===== config.mk =====
export PLATFORM = sky130hd
export DESIGN_NAME = exec_ctrl
export DESIGN_NICKNAME = d
export VERILOG_FILES = /design/src/rtl/exec_ctrl_pkg.sv /design/src/rtl/exec_ctrl_cond.sv /design/src/rtl/exec_ctrl.sv
export SDC_FILE = /design/constraint.sdc
export NUM_CORES = 1
export LEC_CHECK = 0
export BUFFER_PORTS_ARGS = -buffer_cell sky130_fd_sc_hd__buf_2
export CAP_MARGIN = 40
export CORE_MARGIN = 2
export CORE_UTILIZATION = 40
export CTS_CLUSTER_DIAMETER = 120
export CTS_CLUSTER_SIZE = 10
export DETAILED_ROUTE_END_ITERATION = 16
export GPL_TIMING_DRIVEN = 0
export SYNTH_ARGS = -nofsm -noshare
export SYNTH_HDL_FRONTEND = slang
export SYNTH_SLANG_ARGS = --single-unit

===== constraint.sdc =====
create_clock -name clk -period 2.8 [get_ports clk]
set_input_delay 0.28 -clock clk [delete_from_list [all_inputs] [get_ports clk]]
set_output_delay 0.28 -clock clk [all_outputs]
set_load 0.1 [all_outputs]

===== src/rtl/exec_ctrl_pkg.sv =====
// Shared definitions for the execute-stage controller: FSM states, decode
// constants, condition codes and NZCV flag bit positions.
package exec_ctrl_pkg;

    typedef enum logic [1:0] {
        ST_IDLE   = 2'd0,
        ST_EXEC   = 2'd1,
        ST_MULTI  = 2'd2,
        ST_BRANCH = 2'd3
    } state_t;

    localparam logic [1:0] FLD_BRANCH = 2'b11;
    localparam logic [1:0] FLD_MUL    = 2'b00;
    localparam logic [2:0] ALU_MUL    = 3'b111;

    localparam logic [3:0] CC_AL = 4'd0;
    localparam logic [3:0] CC_EQ = 4'd1;
    localparam logic [3:0] CC_NE = 4'd2;
    localparam logic [3:0] CC_LT = 4'd3;
    localparam logic [3:0] CC_GE = 4'd4;
    localparam logic [3:0] CC_CS = 4'd5;
    localparam logic [3:0] CC_CC = 4'd6;
    localparam logic [3:0] CC_MI = 4'd7;
    localparam logic [3:0] CC_PL = 4'd8;

    localparam int unsigned FLAG_N = 3;
    localparam int unsigned FLAG_Z = 2;
    localparam int unsigned FLAG_C = 1;
    localparam int unsigned FLAG_V = 0;

    function automatic state_t decode_next(input logic [1:0] fld, input logic [2:0] alu);
        if (fld == FLD_BRANCH)
            return ST_BRANCH;
        else if (fld == FLD_MUL && alu == ALU_MUL)
            return ST_MULTI;
        else
            return ST_EXEC;
    endfunction

endpackage


===== src/rtl/exec_ctrl_cond.sv =====
// Branch condition evaluator: maps a 4-bit condition code and the NZCV
// flags to a taken/not-taken decision. Codes 9..15 are never taken.
module cond_eval
    import exec_ctrl_pkg::*;
(
    input  logic [3:0] flags,
    input  logic [3:0] code,
    output logic       take
);

    logic n, z, c, v;

    assign n = flags[FLAG_N];
    assign z = flags[FLAG_Z];
    assign c = flags[FLAG_C];
    assign v = flags[FLAG_V];

    always_comb begin
        take = 1'b0;
        case (code)
            CC_AL:   take = 1'b1;
            CC_EQ:   take = z;
            CC_NE:   take = ~z;
            CC_LT:   take = n ^ v;
            CC_GE:   take = ~(n ^ v);
            CC_CS:   take = c;
            CC_CC:   take = ~c;
            CC_MI:   take = n;
            CC_PL:   take = ~n;
            default: take = 1'b0;
        endcase
    end

endmodule


===== src/rtl/exec_ctrl.sv =====
// Execute-stage controller: single-cycle ALU ops, fixed-latency multiply,
// and one-cycle branch resolution against the architectural NZCV register.
module exec_ctrl
    import exec_ctrl_pkg::*;
#(
    parameter int unsigned MUL_LAT = 3
) (
    input  logic       clk,
    input  logic       rst,
    input  logic       in_valid,
    output logic       in_ready,
    input  logic [1:0] first_level_decode,
    input  logic [3:0] second_level_decode,
    input  logic [2:0] alu_functions,
    input  logic [3:0] branch_instruction,
    input  logic [3:0] alu_flags,
    output logic       alu_en,
    output logic [1:0] op_first,
    output logic [3:0] op_second,
    output logic [2:0] op_alu,
    output logic       op_done,
    output logic       branch_taken,
    output logic       flush,
    output logic       busy,
    output logic [3:0] flags_out
);

    localparam logic [3:0] CNT_INIT = 4'(MUL_LAT - 1);

    state_t     state;
    logic [3:0] cnt;
    logic [3:0] op_cond;
    logic       accept;
    logic       take;

    assign in_ready = (state == ST_IDLE) || (state == ST_EXEC) ||
                      (state == ST_MULTI && cnt == '0);
    assign accept   = in_valid && in_ready;

    assign alu_en       = (state == ST_EXEC) || (state == ST_MULTI);
    assign op_done      = (state == ST_EXEC) || (state == ST_BRANCH) ||
                          (state == ST_MULTI && cnt == '0);
    assign branch_taken = (state == ST_BRANCH) && take;
    assign flush        = (state == ST_BRANCH) && take;
    assign busy         = (state != ST_IDLE);

    // Flags seen here are already updated by an ALU op retiring on the accept edge.
    cond_eval u_cond (
        .flags (flags_out),
        .code  (op_cond),
        .take  (take)
    );

    always_ff @(posedge clk or negedge rst) begin
        if (!rst) begin
            state     <= ST_IDLE;
            cnt       <= '0;
            flags_out <= '0;
            op_first  <= '0;
            op_second <= '0;
            op_alu    <= '0;
            op_cond   <= '0;
        end else begin
            if (alu_en && op_done && op_second[0])
                flags_out <= alu_flags;

            if (state == ST_MULTI && cnt != '0) begin
                cnt <= cnt - 4'd1;
            end else if (accept) begin
                state     <= decode_next(first_level_decode, alu_functions);
                op_first  <= first_level_decode;
                op_second <= second_level_decode;
                op_alu    <= alu_functions;
                op_cond   <= branch_instruction;
                cnt       <= (first_level_decode == FLD_MUL && alu_functions == ALU_MUL)
                             ? CNT_INIT : '0;
            end else begin
                state <= ST_IDLE;
                cnt   <= '0;
            end
        end
    end

endmodule


# == Word-level counts from Yosys, hierarchy flattened ==
# Index checks and enable logic that the tools add are counted.
# op_classes
n_addsub,1
eq_ne,13
muxes,7
bitwise_logic,6
n_reduce_logical,19
# ops
operator,count
"4-bit by 3-bit == test with 1-bit output, second input constant",4
2-bit two-way mux,5
1-bit case mux with 9 select lines,1
"4-bit by 2-bit == test with 1-bit output, second input constant",2
4-bit logical NOT,2
1-bit logical AND,7
"2-bit == test, second input constant",3
1-bit logical OR,5
1-bit NOT,5
"4-bit by 1-bit == test with 1-bit output, second input constant",1
"4-bit == test, second input constant",1
2-bit logical NOT,2
4-bit two-way mux,1
4-bit nonzero test,1
"4-bit by 1-bit subtractor with 4-bit output, second input constant",1
"3-bit == test, second input constant",1
"2-bit by 1-bit == test with 1-bit output, second input constant",1
2-bit AND reduction,1
2-bit nonzero test,1
1-bit bitwise XOR,1
# totals
reg_bits,23
in_bits,20
output_inout_bits,19
wordCells,53

# == Longest topological paths before layout ==
# Gate-level depths: netlist of run 1.
# logic_depth
depth_word,6
mapped_depth,7
depth_no_buf,6

# == Hierarchy ==
# Synthesis of run 1 repeated with hierarchy kept, for this count alone.
# unflattened
hier_cells,90
area_unflattened_um2,1244.9
# by_module_without_submodules
mod,n_inst,cells_per_inst,area_each_um2,seq_area_each_um2
exec_ctrl,1,78,1151.1,575.6
cond_eval,1,12,93.8,0.0

# == Worst setup path before layout of run 1 ==
# OpenSTA, ideal clock, no wires.
# synth_timing
path_type,register to output
start,register flags_out[0]
end,output port flush
t_arrival_ns,3.680
required_ns,2.520
slack_ns,-1.160
path_stages_with_launch,6
path_buffers,1
path_cell_list,dfrtp_1 -> or3b_2 -> o21ai_0 -> a31oi_1 -> o221ai_1 -> buf_4
# synth_between
elab_chain_len,4
# synth_rtl
element,line_no,source
from (decl),exec_ctrl.sv:25,output logic [3:0] flags_out
from (signal assigned),exec_ctrl.sv:65,flags_out <= alu_flags;
1-bit bitwise XOR *,"exec_ctrl_cond.sv:24, exec_ctrl_cond.sv:25",
1-bit NOT,exec_ctrl_cond.sv:25,CC_GE: take = ~(n ^ v);
1-bit case mux with 9 select lines *,exec_ctrl_cond.sv:20,case (code)
1-bit logical AND *,-,
to (decl),exec_ctrl.sv:23,"output logic flush,"
# Every way passes the cells marked *; elsewhere a longest branch is shown, timed or not.

# == Worst setup path after layout of run 1 ==
# layout_timing
start,register op_cond[0]
end,output port flush
# layout_between
elab_chain_len,3
elab_cells_between_ends,11
cone_classes,eq/ne (8); mux (1); reduce/logical (2)
# layout_rtl
element,line_no,source
from (decl),exec_ctrl.sv:32,logic [3:0] op_cond;
from (signal assigned),exec_ctrl.sv:74,op_cond <= branch_instruction;
"4-bit == test, or another cell as far along",exec_ctrl_cond.sv:20,
1-bit case mux with 9 select lines *,exec_ctrl_cond.sv:20,
1-bit logical AND *,exec_ctrl.sv:44,assign flush = (state == ST_BRANCH) && take;
# Marks and branches as above.

==> metrics.cfg, run 1 <==
[status]
status = completed

[yosys]
synth.ff_latch_count = 23
yosys.area_share.simple = 0.122
synthAdderAreaFrac = 0.0596
syn_nets = 120
netlist_area_sq_mm = 0.00126
yosys.area_share.xor_xnor = 0.0209
synthMuxAreaShare = 0.211
ys.warnings.count = 0
ys_types = 33
synth_sequential_area_ratio = 0.457
synth_cells = 94
synth_top_family_by_area = multiplexers
synth_area_per_cell_sq_um = 13.4
synth_compound_area_frac = 0.0785

[timing]
fin_hold_ws_ns = 0.180
rsz0062_at_grt = no
worstMarginPinSlew_ns = 0.574
period_needed_ns = 2.52
period_share = 0.899
slew_violations = 0
fin_setup_tns_ns = 0
setup_viol = 0
slew_headroom = 0.613
finClkSkew_ns = 0.00361
timing.fmax_mhz = 397
hold_viol = 0

[finish]
multi_input_area_sq_um = 637
stdcell_count = 181
antenna_cells = 0
final_cell_mix = buf_2, dfrtp_1, mux2_4
final_common_cell = buf_2
register_area_sq_um = 578
area_delta_synth_final_pct = 24.1
final_layout_size_suffix_gt1_frac = 0.533
fillers = 270
num-nets-final = 164

[route]
wirelength_um = 2340
antenna_left = 0
drc = 0
num_vias = 854
drtIter0Drc = 22
first_pass_iters = 4
wl_per_cell_um = 13.0
viasPerCell = 4.72

[placement]
place.gp.congestion = 0.793
dpl.hpwl_um = 1790
port-buffer-count = 38
place_inst = 176

[global_route]
grt_pass1_vias = 835
antenna_found_initial = 0
grt_pass1_wl_um = 3990
grt.total_usage = 0.153
grt_max_degree = 24
overflow = 0

[setup_path]
crit_slowest_cell = o311ai_0
start_kind = flip-flop
cp_max_fo = 8
cp.required_ns = 2.52
critPathMaxStageDelay_ns = 0.55
path_delay_family = compound AO/OA/AOI/OAI gates
endpoint_kind = primary output
cp_cell_sequence = clkbuf_1 > nor4b_1 > o311ai_0 > o221ai_4 > buf_4 > buf_2
critPathKind = flip-flop to primary output
path_buf_inv = 3
crit_arrival_ns = 2.24

[floorplanning]
start_util = 0.416
num_rows = 20
pin_count = 39
die_h_um = 60.1
die_w_um = 60.1
core_area_sq_mm = 0.00303
die-area_sq_mm = 0.00361

[clocking]
cts.clk_slew.worst_paths_ns = 0.13
cts_setup_buffers = 0
cts_tree = yes
clock_path_buffers = 2
clock_latency_ns = 0.32
cts_root_buf = clkbuf_4
cts_sinks = 23
cts_made_buffers = 3
cts.htree.levels = 1

[power]
p_per_area_mw_per_mm2 = 916
power_mw = 1.43
ir_worst_vdd_v = 0.000460
p_leak_nw = 0.780

[flow_run]
drv_cap = 0

[min_path]
min_path_type = input pin to flip-flop

-- layer usage --
| metal | up-vias | GRT usage | wire (um) |
|---|---|---|---|
| li1 | 420 | - | - |
| met1 | 406 | 0.213 | 1080 |
| met2 | 26 | 0.228 | 1100 |
| met3 | 2 | 0.0476 | 142 |
| met4 | 0 | 0.0476 | 18 |
| met5 | - | 0 | 0 |
-- sequential cells by signal, summed over array words and instances (netlist names) --
register,count
op_cond,4
cnt,4
flags_out,4
op_first,2
op_second,4
state,2
op_alu,3
-- report_power, final --
part           switching, mW  total (mW)  internal (mW)
clock network          0.104       0.158         0.0535
logic                  0.603       0.800          0.197
registers             0.0680       0.472          0.403
total                  0.775        1.43          0.654
-- Yosys cell counts --
library cell | count | area (sq um)
o221ai_1 | 1 | 8.76
o31ai_4 | 1 | 21.3
xnor2_1 | 2 | 17.5
xor2_1 | 1 | 8.76
o22ai_1 | 1 | 6.26
or3_4 | 2 | 22.5
dfrtp_1 | 23 | 576
a41o_1 | 1 | 10.0
mux2_2 | 4 | 45.0
a211oi_1 | 1 | 7.51
a21o_1 | 1 | 7.51
nor4bb_4 | 1 | 25.0
buf_6 | 2 | 22.5
nor2_1 | 6 | 22.5
inv_1 | 8 | 30.0
o31ai_1 | 1 | 7.51
a31oi_1 | 1 | 6.26
nor4b_1 | 1 | 8.76
ha_1 | 6 | 75.1
mux2_4 | 14 | 210
nand2_1 | 2 | 7.51
nand4b_1 | 1 | 8.76
nand2b_1 | 1 | 6.26
o311ai_0 | 1 | 8.76
nor3_1 | 3 | 15.0
a311o_1 | 1 | 10.0
clkbuf_1 | 1 | 3.75
or3b_2 | 1 | 8.76
o21ai_0 | 1 | 5.00
nand3_4 | 1 | 17.5
mux2i_1 | 1 | 10.0
buf_4 | 1 | 7.51
and3_4 | 1 | 11.3
-- cell families (layout without fill, tap and decap cells) --
kind of cell,after synthesis,in the layout
flip-flops,23,23
AND/OR/NAND/NOR,20,20
multiplexers,19,19
buffers and inverters,12,55
AO/OA/AOI/OAI,11,11
adder cells (fa/ha/maj),6,6
XOR/XNOR,3,3
-- path summary, 6_finish.rpt --
| check | from | to | slack, ns | cells past startpoint |
|---|---|---|---|---|
| max | op_cond[0] | flush | 0.28 | 6 |
| min | second_level_decode[2] | op_second[2] | 0.18 | 2 |
| max reg2reg | state[0] | op_first[0] | 0.80 | 7 |
| min reg2reg | cnt[0] | cnt[0] | 0.46 | 1 |
| max in group asynchronous | rst | flags_out[0] | 1.98 | 2 |
| min in group asynchronous | rst | op_second[2] | 0.45 | 2 |
-- repair_timing --
item,CTS,global route
hold buffers,1,0
resized for setup,0,0
hold endpoints to repair,23,0
-- per-stage QoR --
step / util / instance area (sq um) / worst slack [ns]
after global placement: 0.503 / 1520 / 0.679
final: 0.516 / 1560 / 0.282
after floorplan: - / 1280 / 0.0715
after CTS: 0.516 / 1560 / 0.252
after detailed placement: 0.503 / 1520 / 0.620
after global routing: 0.516 / 1560 / 0.123
-- final cells by class --
cell class | count | share of cell area
Clock buffer | 3 | 0.0144
Inverter | 8 | 0.0192
Timing Repair Buffer | 39 | 0.128
Clock inverter | 1 | 0.00321
Buffer | 4 | 0.0216
Sequential cell | 23 | 0.370
Multi-Input combinational cell | 59 | 0.408
Tap cell | 44 | 0.0353
No activity file was read; power rests on OpenSTA's default activity.
==> run 2: changes to the inputs <==
--- a/config.mk
+++ b/config.mk
@@ -7,7 +7,7 @@
 export LEC_CHECK = 0
 export BUFFER_PORTS_ARGS = -buffer_cell sky130_fd_sc_hd__buf_2
 export CAP_MARGIN = 40
-export CORE_MARGIN = 2
+export CORE_MARGIN = 10
 export CORE_UTILIZATION = 40
 export CTS_CLUSTER_DIAMETER = 120
 export CTS_CLUSTER_SIZE = 10
==> metrics.cfg, run 2 (synthesized netlist as in run 1, its figures left out) <==
[timing]
slew_violations = 0
fin_hold_ws_ns = 0.193
fin_setup_tns_ns = 0
timing.fmax_mhz = 403
slew_headroom = 0.615
setup_viol = 0
worstMarginPinSlew_ns = 0.571
hold_viol = 0
finClkSkew_ns = 0.00514
period_share = 0.887
rsz0062_at_grt = no
period_needed_ns = 2.48
fin_ws_ns = 0.316

[floorplanning]
core_area_sq_mm = 0.00303
die_w_um = 76.1
num_rows = 20
start_util = 0.416
die_h_um = 76.1
die-area_sq_mm = 0.00579
pin_count = 39

[setup_path]
r2r_slack_ns = 0.80
cp.depth = 6
cp_cell_sequence = or3b_2 > o21ai_0 > a31oi_1 > o221ai_4 > buf_4 > buf_2
crit_slowest_cell = dfrtp_2
cp_max_fo = 6
timing.rr.start = state[0]
cp-endpoint = flush
critPathMaxStageDelay_ns = 0.46
r2r_cells = 7
crit_path_start = flags_out[3]
critPathKind = flip-flop to primary output
path_buf_inv = 2
path_delay_family = buffers and inverters
crit_arrival_ns = 2.20
endpoint_kind = primary output
start_kind = flip-flop
r2r-end = op_first[0]
cp.required_ns = 2.52

[global_route]
grt_pass1_vias = 979
grt.total_usage = 0.0962
grt_max_degree = 24
overflow = 0
antenna_found_initial = 0
grt_pass1_wl_um = 4620

[clocking]
cts.htree.levels = 1
cts.clk_slew.worst_paths_ns = 0.12
cts_setup_buffers = 0
clock_latency_ns = 0.31
cts-hold-fix-buffers = 1
clock_path_buffers = 2
cts_root_buf = clkbuf_4
postCtsResizedCells = 0
cts_made_buffers = 3
cts_sinks = 23
cts_tree = yes

[placement]
place.gp.congestion = 0.820
place_inst = 176
dpl.hpwl_um = 2080
port-buffer-count = 38
place_ws_ns = 0.659
placed_area_sq_mm = 0.00152

[finish]
utilization = 0.515
stdcell_area_sq_mm = 0.00156
stdcell_count = 181
fillers = 287
antenna_cells = 0
final_cell_mix = buf_2, dfrtp_1, mux2_4
final_layout_size_suffix_gt1_frac = 0.526
final_common_cell = buf_2
num-nets-final = 164
area_delta_synth_final_pct = 24.0

[route]
antenna_left = 0
wl_per_cell_um = 14.4
num_vias = 865
first_pass_iters = 4
drc = 0
viasPerCell = 4.78
wirelength_um = 2610
drtIter0Drc = 49

[min_path]
min_path_type = input pin to flip-flop

[power]
power_mw = 1.43
p_leak_nw = 0.777
p_per_area_mw_per_mm2 = 917
ir_worst_vdd_v = 0.000461

[status]
status = completed

[flow_run]
drv_cap = 0

[run 2: cell types whose count changed in the layout (fill, tap and decap cells not counted)]
cell / delta
clkbuf_1: +1
clkinv_2: -1
[run 2: cell type report]
| type | instances | area (sq um) | share of cell area |
|---|---|---|---|
| multi-input cells | 59 | 637 | 0.408 |
| flip-flops and latches | 23 | 578 | 0.370 |
| repair buffers | 39 | 200 | 0.128 |
| well taps | 44 | 55.1 | 0.0353 |
| plain buffers | 4 | 33.8 | 0.0217 |
| inverters | 8 | 30.0 | 0.0192 |
| clock buffers | 4 | 26.3 | 0.0168 |
[run 2: report_power, final]
group	internal (mW)	leakage, nW	total (mW)	switching, mW
sequential	0.403	0.279	0.469	0.0657
clock	0.0556	0.0150	0.156	0.101
combinational	0.197	0.483	0.805	0.608
[run 2: layer usage]
layer / track usage / part of all wire
met1: 0.115 / 0.47
met5: 0 / 0
met3: 0.0366 / 0.057
met2: 0.161 / 0.47
met4: 0.0167 / 0.0046
[run 2: how the worst min path moves through the flow]
stage,slack [ns],to,from,cells past startpoint
6_report,0.19,op_cond[0],branch_instruction[0],2
5_1_grt,0.17,op_second[2],second_level_decode[2],2
4_1_cts,0.18,op_second[2],second_level_decode[2],2
3_5_place_dp,0.29,op_second[1],rst,1
3_3_place_gp,0.28,op_second[1],rst,1
2_1_floorplan,-0.02,cnt[0],rst,0
==> run 3: changes to the inputs <==
--- a/config.mk
+++ b/config.mk
@@ -13,6 +13,8 @@
 export CTS_CLUSTER_SIZE = 10
 export DETAILED_ROUTE_END_ITERATION = 16
 export GPL_TIMING_DRIVEN = 0
+export PLACE_DENSITY = 0.65
 export SYNTH_ARGS = -nofsm -noshare
 export SYNTH_HDL_FRONTEND = slang
+export SYNTH_HIERARCHICAL = 1
 export SYNTH_SLANG_ARGS = --single-unit
==> metrics.cfg, run 3 <==
[status]
status = completed

[setup_path]
start_kind = flip-flop
r2r_slack_ns = 0.77
cp_max_fo = 6
critPathKind = flip-flop to primary output
r2r-end = op_alu[2]
r2r_cells = 7
cp.required_ns = 2.52
crit_arrival_ns = 2.12
endpoint_kind = primary output
timing.rr.start = state[0]

[timing]
slew_violations = 0
slew_headroom = 0.650
period_needed_ns = 2.40
period_share = 0.856
finClkSkew_ns = 0.00252
fin_hold_ws_ns = 0.190
worstMarginPinSlew_ns = 0.525
rsz0062_at_grt = no
fin_setup_tns_ns = 0
timing.fmax_mhz = 417
setup_viol = 0
hold_viol = 0

[yosys]
synth_top_area_frac = 0.462
synth_area_per_cell_sq_um = 13.8
ys_types = 31
synth_top_area_cell = dfrtp_1
synthTopCellsByArea = dfrtp_1, mux2_4, ha_1
synthFlopType = dfrtp_1
synthAdderAreaFrac = 0.0603
synth_edf_count = 0
yosys.area_share.simple = 0.119
syn_nets = 116
netlist_area_sq_mm = 0.00124
ys.warnings.count = 6
synth_top_family_by_area = multiplexers
async_flop_share = 1.00
synth_cells = 90
synth_sequential_area_ratio = 0.462
synthMuxAreaShare = 0.221
yosys.area_share.xor_xnor = 0.0211
synth.most_common_cell = dfrtp_1
synth_compound_area_frac = 0.0714
synth_common_cells = dfrtp_1, mux2_4, nor2_1
synth.ff_latch_count = 23

[finish]
multi_input_area_sq_um = 614
final_layout_size_suffix_gt1_frac = 0.534
final_common_cell = buf_2
num-nets-final = 160
area_delta_synth_final_pct = 23.0
utilization = 0.506
final_cell_mix = buf_2, dfrtp_1, mux2_4
register_area_sq_um = 576
stdcell_area_sq_mm = 0.00153
antenna_cells = 0
fillers = 281

[route]
drc = 0
wl_per_cell_um = 15.1
route.met3.wl_um = 183
top_layer_used = met4
wl_met2_um = 1350
viasPerCell = 4.79
m1WireLength_um = 1140
first_pass_iters = 4
drtIter0Drc = 33
wirelength_um = 2670
num_vias = 848
antenna_left = 0

[global_route]
grt_pass1_vias = 907
antenna_found_initial = 0
grt.total_usage = 0.0990
grt_max_degree = 24
overflow = 0
grt_pass1_wl_um = 4370

[clocking]
clock_path_buffers = 2
cts_tree = yes
cts.clk_slew.worst_paths_ns = 0.13
cts.htree.levels = 1
cts_sinks = 23
cts_setup_buffers = 0
postCtsResizedCells = 0
cts_root_buf = clkbuf_4
cts_made_buffers = 3
clock_latency_ns = 0.31

[floorplanning]
die_w_um = 75.8
num_rows = 20
die-area_sq_mm = 0.00574
pin_count = 39
core_area_sq_mm = 0.00303
die_h_um = 75.8
start_util = 0.411

[min_path]
min_path_cells = 2
hold_path_end = flags_out[2]
hold_path_startpoint = alu_flags[2]
min_path_type = input pin to flip-flop

[power]
p_leak_nw = 0.773
p_per_area_mw_per_mm2 = 926
ir_worst_vdd_v = 0.000338

[placement]
place.gp.congestion = 0.782
dpl.hpwl_um = 2160
port-buffer-count = 38
placed_area_sq_mm = 0.00149

[flow_run]
drv_cap = 0

==> run 3: kinds of logic after synthesis <==
group / count (synthesis)
buffers and inverters: 10
XOR/XNOR: 3
adder cells (fa/ha/maj): 6
multiplexers: 20
AND/OR/NAND/NOR: 19
AO/OA/AOI/OAI: 9
flip-flops: 23
==> run 3: power by group <==
group	internal, mW	switching, mW	leakage [nW]
Sequential	0.400	0.0693	0.281
Combinational	0.195	0.594	0.478
Clock	0.0544	0.104	0.0139
Total	0.650	0.768	0.773
==> run 3: metrics by stage <==
stage	total power, mW	instances	worst slack [ns]
2_1_floorplan	1.13	90	0.0332
3_3_place_gp	1.26	172	0.797
3_5_place_dp	1.27	172	0.749
4_1_cts	1.44	177	0.362
5_1_grt	1.48	177	0.242
6_report	1.42	177	0.404
==> run 3: worst max-delay path by stage <==
stage	from	to	slack [ns]	cells past startpoint
after floorplan	flags_out[3]	flush	0.03	5
after global placement	flags_out[3]	flush	0.80	6
after detailed placement	op_cond[2]	flush	0.75	6
after CTS	op_cond[2]	flush	0.36	6
after global routing	op_cond[2]	flush	0.24	6
final	op_cond[2]	flush	0.40	6
==> run 3: repair_timing <==
action / 4_1_cts / 5_1_grt
hold buffers: 1 / 0
hold endpoints to repair: 23 / 0
setup endpoints to repair: 0 / 0
==> run 3: critical path: stages (launching register included) <==
cell	delay (ns)
dfrtp_1	0.49
a2111oi_0	0.46
a41oi_1	0.10
o211ai_1	0.10
and2_2	0.16
buf_4	0.09
buf_2	0.41
==> run 3: layout make-up <==
class	count	share of cell area
multi-input combinational	57	0.401
sequential	23	0.376
timing repair buffer	39	0.131
tap	44	0.0359
buffer	3	0.0196
inverter	7	0.0172
clock buffer	3	0.0147
clock inverter	1	0.00490
==> run 3: routing by layer <==
layer / GRT usage / up-vias
met4: 0.0268 / 0
met2: 0.178 / 19
met5: 0 / -
met3: 0.0313 / 2
li1: - / 406
met1: 0.109 / 421
